===== src/rtl/enigma_out_formatter.sv =====
`default_nettype none
// ============================================================================
// Module      : enigma_out_formatter
// Description : Buffers coded letters from the Enigma core and turns them into
//               an ASCII byte stream. A space goes between groups of GROUP_LEN
//               letters and a newline ends each message. The output is a
//               registered valid/ready byte interface.
// Revision    : 1.0 - initial release
// ============================================================================
module enigma_out_formatter #(
  parameter int DEPTH     = 16,
  parameter int GROUP_LEN = 5,
  parameter bit LOWER     = 1'b0
) (
  input  logic                     clk_i,
  input  logic                     rst_i,
  input  logic [6:0]               symb_i,
  input  logic                     symb_val_i,
  input  logic                     msg_end_i,
  output logic [7:0]               data_o,
  output logic                     val_o,
  input  logic                     rdy_i,
  output logic [$clog2(DEPTH):0]   level_o,
  output logic                     ovf_o,
  output logic                     bad_symb_o
);

  localparam int AW = $clog2(DEPTH);
  localparam int LW = AW + 1;

  localparam logic [LW-1:0] c_depth     = LW'(DEPTH);
  localparam logic [3:0]    c_group_len = 4'(GROUP_LEN);
  localparam logic [7:0]    c_base      = LOWER ? 8'h61 : 8'h41;
  localparam logic [7:0]    c_space     = 8'h20;
  localparam logic [7:0]    c_newline   = 8'h0A;

  // LETTER is part of the state set, but letters are presented directly from
  // IDLE so that back-to-back letters sustain one byte per clock.
  typedef enum logic [1:0] {
    ST_IDLE    = 2'd0,
    ST_LETTER  = 2'd1,
    ST_SPACE   = 2'd2,
    ST_NEWLINE = 2'd3
  } state_t;

  // FIFO entry layout: {end_flag, let_flag, idx[4:0]}
  logic [6:0]    r_mem [DEPTH];
  logic [AW-1:0] r_wr_ptr;
  logic [AW-1:0] r_rd_ptr;
  logic [LW-1:0] r_level;

  state_t        r_state;
  state_t        w_state_nxt;
  logic [7:0]    r_data;
  logic [7:0]    w_data_nxt;
  logic          r_val;
  logic          w_val_nxt;
  logic [3:0]    r_grp;
  logic [3:0]    w_grp_nxt;
  logic [4:0]    r_ret_idx;
  logic [4:0]    w_ret_idx_nxt;
  logic          r_ret_end;
  logic          w_ret_end_nxt;
  logic          r_ovf;
  logic          r_bad;

  logic          w_legal;
  logic          w_let;
  logic          w_wr_req;
  logic          w_full;
  logic          w_empty;
  logic          w_wr;
  logic          w_pop;
  logic          w_xfer;
  logic          w_out_free;
  logic [6:0]    w_head;
  logic          w_head_end;
  logic          w_head_let;
  logic [4:0]    w_head_idx;

  function automatic logic [7:0] f_ascii(input logic [4:0] idx);
    return c_base + {3'b000, idx} - 8'd1;
  endfunction

  assign w_legal    = (symb_i >= 7'd1) && (symb_i <= 7'd26);
  assign w_let      = symb_val_i && w_legal;
  // An illegal letter alone writes nothing; with an end marker the marker survives.
  assign w_wr_req   = w_let || msg_end_i;
  assign w_full     = (r_level == c_depth);
  assign w_empty    = (r_level == '0);
  // Fullness is judged before any same-cycle pop, so a full FIFO always drops.
  assign w_wr       = w_wr_req && !w_full;
  assign w_xfer     = r_val && rdy_i;
  assign w_out_free = !r_val || rdy_i;

  assign w_head     = r_mem[r_rd_ptr];
  assign w_head_end = w_head[6];
  assign w_head_let = w_head[5];
  assign w_head_idx = w_head[4:0];

  // Next-state and output-register decode; defaults hold state and retire a transferred byte.
  always_comb begin
    w_state_nxt   = r_state;
    w_data_nxt    = r_data;
    w_val_nxt     = r_val && !rdy_i;
    w_grp_nxt     = r_grp;
    w_ret_idx_nxt = r_ret_idx;
    w_ret_end_nxt = r_ret_end;
    w_pop         = 1'b0;
    case (r_state)
      ST_IDLE: begin
        if (!w_empty && w_out_free) begin
          w_pop     = 1'b1;
          w_val_nxt = 1'b1;
          if (w_head_let) begin
            if (r_grp == c_group_len) begin
              // Group boundary: space first, the letter waits in the retain register.
              w_data_nxt    = c_space;
              w_ret_idx_nxt = w_head_idx;
              w_ret_end_nxt = w_head_end;
              w_state_nxt   = ST_SPACE;
            end else begin
              w_data_nxt = f_ascii(w_head_idx);
              w_grp_nxt  = r_grp + 4'd1;
              if (w_head_end) begin
                w_state_nxt = ST_NEWLINE;
              end
            end
          end else begin
            w_data_nxt = c_newline;
            w_grp_nxt  = 4'd0;
          end
        end
      end
      ST_SPACE: begin
        if (w_xfer) begin
          w_data_nxt  = f_ascii(r_ret_idx);
          w_val_nxt   = 1'b1;
          w_grp_nxt   = 4'd1;
          w_state_nxt = r_ret_end ? ST_NEWLINE : ST_IDLE;
        end
      end
      ST_NEWLINE: begin
        if (w_xfer) begin
          w_data_nxt  = c_newline;
          w_val_nxt   = 1'b1;
          w_grp_nxt   = 4'd0;
          w_state_nxt = ST_IDLE;
        end
      end
      default: begin
        w_state_nxt = ST_IDLE;
      end
    endcase
  end

  // FIFO storage; contents need no reset because occupancy gates every read.
  always_ff @(posedge clk_i) begin
    if (w_wr) begin
      r_mem[r_wr_ptr] <= {msg_end_i, w_let, symb_i[4:0]};
    end
  end

  // FIFO pointers, occupancy and sticky error flags.
  always_ff @(posedge clk_i) begin
    if (rst_i) begin
      r_wr_ptr <= '0;
      r_rd_ptr <= '0;
      r_level  <= '0;
      r_ovf    <= 1'b0;
      r_bad    <= 1'b0;
    end else begin
      if (w_wr) begin
        r_wr_ptr <= r_wr_ptr + 1'b1;
      end
      if (w_pop) begin
        r_rd_ptr <= r_rd_ptr + 1'b1;
      end
      case ({w_wr, w_pop})
        2'b10:   r_level <= r_level + 1'b1;
        2'b01:   r_level <= r_level - 1'b1;
        default: r_level <= r_level;
      endcase
      if (w_wr_req && w_full) begin
        r_ovf <= 1'b1;
      end
      if (symb_val_i && !w_legal) begin
        r_bad <= 1'b1;
      end
    end
  end

  // FSM state, output register, group counter and retained letter.
  always_ff @(posedge clk_i) begin
    if (rst_i) begin
      r_state   <= ST_IDLE;
      r_data    <= 8'h00;
      r_val     <= 1'b0;
      r_grp     <= 4'd0;
      r_ret_idx <= 5'd0;
      r_ret_end <= 1'b0;
    end else begin
      r_state   <= w_state_nxt;
      r_data    <= w_data_nxt;
      r_val     <= w_val_nxt;
      r_grp     <= w_grp_nxt;
      r_ret_idx <= w_ret_idx_nxt;
      r_ret_end <= w_ret_end_nxt;
    end
  end

  assign data_o     = r_data;
  assign val_o      = r_val;
  assign level_o    = r_level;
  assign ovf_o      = r_ovf;
  assign bad_symb_o = r_bad;

endmodule
`default_nettype wire


===== config.mk =====
export PLATFORM = sky130hd
export DESIGN_NAME = enigma_out_formatter
export DESIGN_NICKNAME = d
export VERILOG_FILES = /design/src/rtl/enigma_out_formatter.sv
export SDC_FILE = /design/constraint.sdc
export NUM_CORES = 1
export LEC_CHECK = 0
export CAP_MARGIN = 5
export CORE_MARGIN = 2
export CORE_UTILIZATION = 30
export DETAILED_ROUTE_END_ITERATION = 8
export GPL_ROUTABILITY_DRIVEN = 1
export HOLD_SLACK_MARGIN = 0.12
export PLACE_DENSITY_LB_ADDON = 0.08
export SETUP_SLACK_MARGIN = 0.02
export SYNTH_ARGS = -nofsm -noshare
export SYNTH_HDL_FRONTEND = slang
export SYNTH_SLANG_ARGS = --single-unit
export TNS_END_PERCENT = 1

===== constraint.sdc =====
create_clock -name clk_i -period 3.22 [get_ports clk_i]
set_input_delay 0.483 -clock clk_i [delete_from_list [all_inputs] [get_ports clk_i]]
set_output_delay 0.483 -clock clk_i [all_outputs]
set_load 0.01 [all_outputs]

=== After elaboration in Yosys (flattened, before gate mapping) ===
Memories as Yosys holds them, arrays and structs flattened. A register that Yosys moved wholly into a read port is not among the register bits.
Cells that the tools add are included.

* Register bits: 36
* Latch bits: 0
* Memory bits (writable): 112
* ROM bits: 0
* Bits of input ports: 12
* Output and inout port bits: 16
* Logic and storage cells: 89
* Memories: 1

* Add/subtract/negate cells: 9
* $mul: 0
* Divide/modulo/power cells: 0
* Order comparisons: 2
* Equality and inequality tests: 12
* Shifts and indexed selects: 0
* Multiplexer cells: 30
* Bitwise logic cells: 0
* Reductions and logical operators: 24

{| class="wikitable"
|+ Memory list
! name !! words !! width !! read ports !! clocked after Yosys merged registers in !! write ports !! RTL line !! RTL
|-
| r_mem || 16 || 7 || 1 || 1 || 1 || 47 || <nowiki>logic [6:0] r_mem [DEPTH];</nowiki>
|}

{| class="wikitable"
|+ Operators with widths
! cell !! count
|-
| 2-to-1 mux 8 bit || 5
|-
| 2-to-1 mux 4 bit || 7
|-
| case mux 8 bit (3 select lines) || 1
|-
| adder 7 x 5 -> 8 bit (first input constant) || 2
|-
| subtractor 8 x 1 -> 8 bit (second input constant) || 2
|-
| 2-to-1 mux 2 bit || 7
|-
| adder 4 x 1 -> 4 bit (second input constant) || 3
|-
| case mux 4 bit (3 select lines) || 1
|-
| case mux 5 bit (2 select lines) || 1
|-
| AND reduction 5 bit || 2
|-
| logical AND 1 bit || 8
|-
| != test 2 bit (second input constant) || 4
|-
| AND reduction 4 bit || 2
|-
| >= comparator 7 x 1 -> 1 bit (second input constant) || 1
|-
| <= comparator 7 x 5 -> 1 bit (second input constant) || 1
|-
| equality test 2 bit (second input constant) || 3
|-
| 2-to-1 mux 1 bit || 6
|-
| != test 3 bit (second input constant) || 2
|-
| case mux 2 bit (3 select lines) || 1
|-
| adder 5 x 1 -> 5 bit (second input constant) || 1
|-
| equality test 5 bit (second input constant) || 1
|-
| zero test 1 bit || 5
|-
| zero test 5 bit || 1
|-
| subtractor 5 x 1 -> 5 bit (second input constant) || 1
|-
| 8 further kinds || 9
|}

=== Longest topological paths before layout ===
* Depth in word-level cells: 7
* Depth in mapped cells: 14
* Mapped depth without buffers: 13

=== Worst setup path after synthesis ===
Ideal clock, no wire load.

* Path kind: input to register
* Start point: input symb_i[1]
* End point: register r_level[3], in the netlist level_o[3]
* Library setup time: 0.071 ns
* Data arrival time: 3.207 ns
* Data required time: 3.149 ns
* Slack: -0.058 ns
* Stages: 12
* Buffers on the path: 1
* Cell sequence: or3_1 o221ai_1 o21bai_1 and2_1 inv_1 ha_1 clkbuf_1 or3b_2 a21boi_0 nor3_1 or3b_2 a21oi_1

* Cells in the longest elaborated chain, start to end: 7

{| class="wikitable"
|+ RTL lines
! what !! RTL line !! RTL
|-
| from (decl) || 17 || <nowiki>input logic [6:0] symb_i,</nowiki>
|-
| >= comparator 7 x 1 -> 1 bit / <= comparator 7 x 5 -> 1 bit (equally long branches) || 85 || <nowiki>assign w_legal = (symb_i >= 7'd1) && (symb_i <= 7'd26);</nowiki>
|-
| logical AND 1 bit (*) || 85 ||
|-
| logical AND 1 bit (*) || 86 || <nowiki>assign w_let = symb_val_i && w_legal;</nowiki>
|-
| logical OR 1 bit (*) || 88 || <nowiki>assign w_wr_req = w_let || msg_end_i;</nowiki>
|-
| logical AND 1 bit (*) || 92 || <nowiki>assign w_wr = w_wr_req && !w_full;</nowiki>
|-
| equality test 2 x 1 -> 1 bit / equality test 2 bit (equally long branches) || 179 || <nowiki>case ({w_wr, w_pop})</nowiki>
|-
| case mux 5 bit (2 select lines) / nonzero test 2 bit (equally long branches) || - ||
|-
| to (signal assigned) || 180 || <nowiki>2'b10: r_level <= r_level + 1'b1;</nowiki>
|-
| to (signal assigned) || 181 || <nowiki>2'b01: r_level <= r_level - 1'b1;</nowiki>
|-
| to (signal assigned) || 182 || <nowiki>default: r_level <= r_level;</nowiki>
|-
| to (decl) || 50 || <nowiki>logic [LW-1:0] r_level;</nowiki>
|}

Mark *: on every way between the ends. The rest lies on a longest branch, timed or not.
A chain may end at the register's enable or synchronous reset.

=== Final worst setup path ===
* Start point: input symb_i[0]
* End point: register r_level[3], in the netlist level_o[3]

The elaborated chain is that of the path after synthesis.

==> report_table.html <==
<table>
<tr><th>Metric</th><th>Value</th></tr>
<tr><th colspan="2">Run status</th></tr>
<tr><td>Status</td><td>finished clean</td></tr>
<tr><th colspan="2">Power</th></tr>
<tr><td>Total power consumption of the routed design</td><td>6.10 mW</td></tr>
<tr><td>Net switching fraction of the power</td><td>31.8%</td></tr>
<tr><td>Power density over cell area</td><td>781 mW/mm^2</td></tr>
<tr><td>Proportion of power drawn by flip-flops and latches</td><td>39.2%</td></tr>
<tr><td>Internal cell power</td><td>4.16 mW</td></tr>
<tr><td>Worst voltage drop across the vdd grid</td><td>0.000383 V</td></tr>
<tr><td>Proportion of power drawn by the clock network</td><td>31.7%</td></tr>
<tr><td>NetSw</td><td>1.94 mW</td></tr>
<tr><td>Logic pwr share</td><td>29.1%</td></tr>
<tr><td>Standby leakage power</td><td>2.61 nW</td></tr>
<tr><th colspan="2">Global route</th></tr>
<tr><td>Via count of the first global-routing pass</td><td>3,915</td></tr>
<tr><td>Antenna violations before repair</td><td>0</td></tr>
<tr><td>Maximum number of pins on one net before global-route repair</td><td>36</td></tr>
<tr><td>Overall track demand over capacity in global routing</td><td>14.2%</td></tr>
<tr><td>Congestion Overflow GR</td><td>0</td></tr>
<tr><td>Global-route wire length before repair</td><td>23,300 um</td></tr>
<tr><th colspan="2">STA</th></tr>
<tr><td>Max Fclk</td><td>0.325 GHz</td></tr>
<tr><td>Post-route minimum period</td><td>3.07 ns</td></tr>
<tr><td>Worst clock skew</td><td>0.00877 ns</td></tr>
<tr><td>Worst hold slack across all endpoints</td><td>0.465 ns</td></tr>
<tr><td>Number of failing hold endpoints at the final stage</td><td>0</td></tr>
<tr><td>Finish-stage setup viols</td><td>0</td></tr>
<tr><td>Final number of max-transition violations</td><td>0</td></tr>
<tr><td>Share of the clock period used by the worst path</td><td>95.4%</td></tr>
<tr><td>Worst Max-Slew Pin Slew</td><td>0.901 ns</td></tr>
<tr><td>Normalized max-slew margin</td><td>39.7%</td></tr>
<tr><td>Setup repair after global routing missed its margin</td><td>yes</td></tr>
<tr><th colspan="2">Synthesis</th></tr>
<tr><td>FF+latch count, synth</td><td>151</td></tr>
<tr><td>Synth Cell Area</td><td>0.00643 sq mm</td></tr>
<tr><td>Synthesized instance count</td><td>456</td></tr>
<tr><td>Post-synth cell types</td><td>62</td></tr>
<tr><td>Share of the yosys chip area belonging to registers</td><td>64.4%</td></tr>
<tr><td>Leading register cell type out of synthesis</td><td>edfxtp_1</td></tr>
<tr><td>Number of warning messages in the yosys log</td><td>0</td></tr>
<tr><td>Share of flip-flops with an asynchronous set or reset after synthesis</td><td>0%</td></tr>
<tr><td>Count of flip-flops with a built-in enable after synthesis</td><td>112</td></tr>
<tr><td>Synthesized net count</td><td>479</td></tr>
<tr><td>Mean area per synthesized cell</td><td>14.1 sq um</td></tr>
<tr><th colspan="2">Route</th></tr>
<tr><td>Remaining antenna violation count after routing</td><td>0</td></tr>
<tr><td>Iteration-0 DRC Markers</td><td>222</td></tr>
<tr><td>DR WL/cell</td><td>18.7 um</td></tr>
<tr><td>Via-per-instance ratio</td><td>4.78</td></tr>
<tr><td>Post-route DRC</td><td>0</td></tr>
<tr><td>DR pass1 iterations</td><td>4</td></tr>
<tr><td>Total vias in the final route</td><td>3,838</td></tr>
<tr><td>Total Wirelength</td><td>15,000 um</td></tr>
<tr><th colspan="2">Setup path</th></tr>
<tr><td>Data arrival time of the worst path</td><td>3.43 ns</td></tr>
<tr><td>Worst setup slack for register-to-register paths</td><td>0.40 ns</td></tr>
<tr><td>CP Max Fanout</td><td>3</td></tr>
<tr><td>Kind of capture point of the worst setup path</td><td>flip-flop</td></tr>
<tr><td>CP startpoint kind</td><td>input port</td></tr>
<tr><td>Category of the most critical setup path</td><td>in2reg</td></tr>
<tr><td>Critical path data required time</td><td>3.58 ns</td></tr>
<tr><th colspan="2">Min path</th></tr>
<tr><td>Worst hold path type</td><td>reg2reg</td></tr>
<tr><th colspan="2">Die</th></tr>
<tr><td>Die Footprint</td><td>0.0226 sq mm</td></tr>
<tr><td>Die Span Y</td><td>150 um</td></tr>
<tr><td>Initial standard-cell utilization of the core</td><td>30.6%</td></tr>
<tr><td>Floorplan core area</td><td>0.0210 sq mm</td></tr>
<tr><td>Die width</td><td>150 um</td></tr>
<tr><td>Standard-cell rows</td><td>53</td></tr>
<tr><td>Count of boundary I/O pins</td><td>28</td></tr>
<tr><th colspan="2">Finish</th></tr>
<tr><td>Final #Nets</td><td>538</td></tr>
<tr><td>Ratio of cells with drive above 1 in the final layout</td><td>22.2%</td></tr>
<tr><td>Area grow syn2layout</td><td>21.4%</td></tr>
<tr><td>Number of fill cells in the layout</td><td>2,004</td></tr>
<tr><td>Final design instance area without fill</td><td>0.00781 sq mm</td></tr>
<tr><td>Diode count</td><td>0</td></tr>
<tr><th colspan="2">Clocking</th></tr>
<tr><td>Number of hold buffers added after CTS</td><td>0</td></tr>
<tr><td>Post-CTS setup buffer count</td><td>0</td></tr>
<tr><td>Root buffer cell</td><td>clkbuf_16</td></tr>
<tr><td>Clock Tree Buf Depth</td><td>2</td></tr>
<tr><td>CTS tree</td><td>built</td></tr>
<tr><td># clock sinks</td><td>151</td></tr>
<tr><td>Worst-path clk slew</td><td>0.07 ns</td></tr>
<tr><td>Clock buffer count from CTS</td><td>17</td></tr>
<tr><td>H-tree levels</td><td>4</td></tr>
<tr><td>Skew-Pair Late Insertion Delay</td><td>0.42 ns</td></tr>
<tr><th colspan="2">Job</th></tr>
<tr><td>Maxcap violations</td><td>0</td></tr>
<tr><th colspan="2">Placement</th></tr>
<tr><td>Buffers added on ports</td><td>26</td></tr>
<tr><td>Placed instance area</td><td>0.00722 sq mm</td></tr>
<tr><td>Routability cong.</td><td>0.741</td></tr>
<tr><td>DP HPWL</td><td>10,300 um</td></tr>
</table>
## power by group through the flow
stage	registers, mW	logic [mW]	clock network [mW]
2_1_floorplan	2.36	1.20	0
3_3_place_gp	2.44	1.75	0
3_5_place_dp	2.44	1.76	0
4_1_cts	2.40	1.77	1.98
5_1_grt	2.42	1.97	2.07
6_report	2.39	1.78	1.93
## stage by stage
step,setup slack (ns),std cells,util (%),TNS [ns]
after floorplan,0.0580,456,-,0
after global routing,-0.0184,803,37.2,-0.0184
after global placement,-0.348,771,34.4,-0.682
final,0.147,803,37.2,0
after detailed placement,-0.404,771,34.4,-1.13
after CTS,0.0341,803,37.1,0
## critical path: stages
cell and delay [ns]:
clkdlybuf4s50_1 0.45, or3_1 0.37, o221ai_1 0.19, buf_4 0.18
o21bai_2 0.07, and2_1 0.17, inv_1 0.08, ha_2 0.20
or3b_2 0.46, a21boi_2 0.15, nor3_1 0.05, or3b_2 0.44
a21oi_1 0.14
## area by class of cell
cell class	instances	area, sq um	area share, %
Inverter	10	37.5	0.481
Sequential cell	151	4150	53.1
Clock inverter	14	144	1.84
Clock buffer	18	429	5.50
Multi-Input combinational cell	270	2160	27.6
Timing Repair Buffer	65	553	7.08
Tap cell	275	344	4.41
## cells in the final DEF (no fill, tap or decap), drive strengths merged, types with 7 or more instances in the layout
cell	instances
a21oi	21
a22oi	9
buf	39
clkbuf	18
clkdlybuf4s50	26
clkinv	7
dfxtp	39
edfxtp	112
ha	11
inv	15
mux2	9
mux2i	7
mux4	24
nand2	17
nand2b	10
nand3	14
nor2	45
nor2b	9
nor3	7
o21ai	13
## repair_timing
action | in CTS | in global routing
endpoints found under the hold margin | 0 | 0
endpoints found under the setup margin | 0 | 2
gates resized for setup | 0 | 5
## path summary, 6_finish.rpt
| path | start | endpoint | depth (start not counted) |
|---|---|---|---|
| worst max-delay path | symb_i[0] | level_o[3] | 13 |
| worst max register to register | level_o[0] | level_o[3] | 10 |
| worst min-delay path | bad_symb_o | bad_symb_o | 2 |
| worst min register to register | bad_symb_o | bad_symb_o | 2 |
## kinds of logic (layout without fill, tap and decap cells)
logic type               Yosys count  in the layout  share of synthesized area [%]
XOR/XNOR                           7              7                          0.953
other                              1              1                         0.0583
AND/OR/NAND/NOR                  129            129                           10.2
multiplexers                      40             40                           11.1
AO/OA/AOI/OAI                     82             82                           8.77
flip-flops                       151            151                           64.4
buffers and inverters             35            107                           2.35
adder cells (fa/ha/maj)           11             11                           2.14
## cell usage after synthesis, drive strengths merged (3+ instances only)
cell / n / area, sq um
a211oi: 5 / 37.5
nor2: 45 / 169
dfxtp: 39 / 781
xor2: 4 / 35.0
nand2: 17 / 63.8
o21ai: 13 / 65.1
mux4: 24 / 541
o211ai: 5 / 37.5
buf: 12 / 65.1
inv: 9 / 33.8
or3: 3 / 18.8
nor4: 5 / 37.5
nor3: 7 / 35.0
o221ai: 3 / 26.3
mux2: 9 / 101
a21oi: 21 / 109
clkbuf: 13 / 48.8
xnor2: 3 / 26.3
ha: 11 / 138
edfxtp: 112 / 3360
a22oi: 9 / 67.6
a22o: 3 / 26.3
nand2b: 10 / 62.6
mux2i: 7 / 70.1
nor2b: 9 / 56.3
nand3: 14 / 70.1
## layer usage
| metal | vias up | part of all wire, % | wire (um) | GRT usage [%] |
|---|---|---|---|---|
| met5 | - | 0 | 0 | 0 |
| met4 | 0 | 0.85 | 127 | 3.96 |
| met3 | 8 | 3.4 | 506 | 4.42 |
| met2 | 43 | 48 | 7240 | 22.8 |
| met1 | 1909 | 47 | 7110 | 18.6 |
| li1 | 1878 | - | - | - |
## registers in the layout (all words and copies together) (netlist names), named ones only
register and cells:
r_wr_ptr 4, data_o 7, r_grp 4, val_o 1
ovf_o 1, r_ret_idx 5, bad_symb_o 1, r_state 2
r_mem 112, level_o 5, r_rd_ptr 4, r_ret_end 1
No activity file was read; power rests on OpenSTA's default activity.
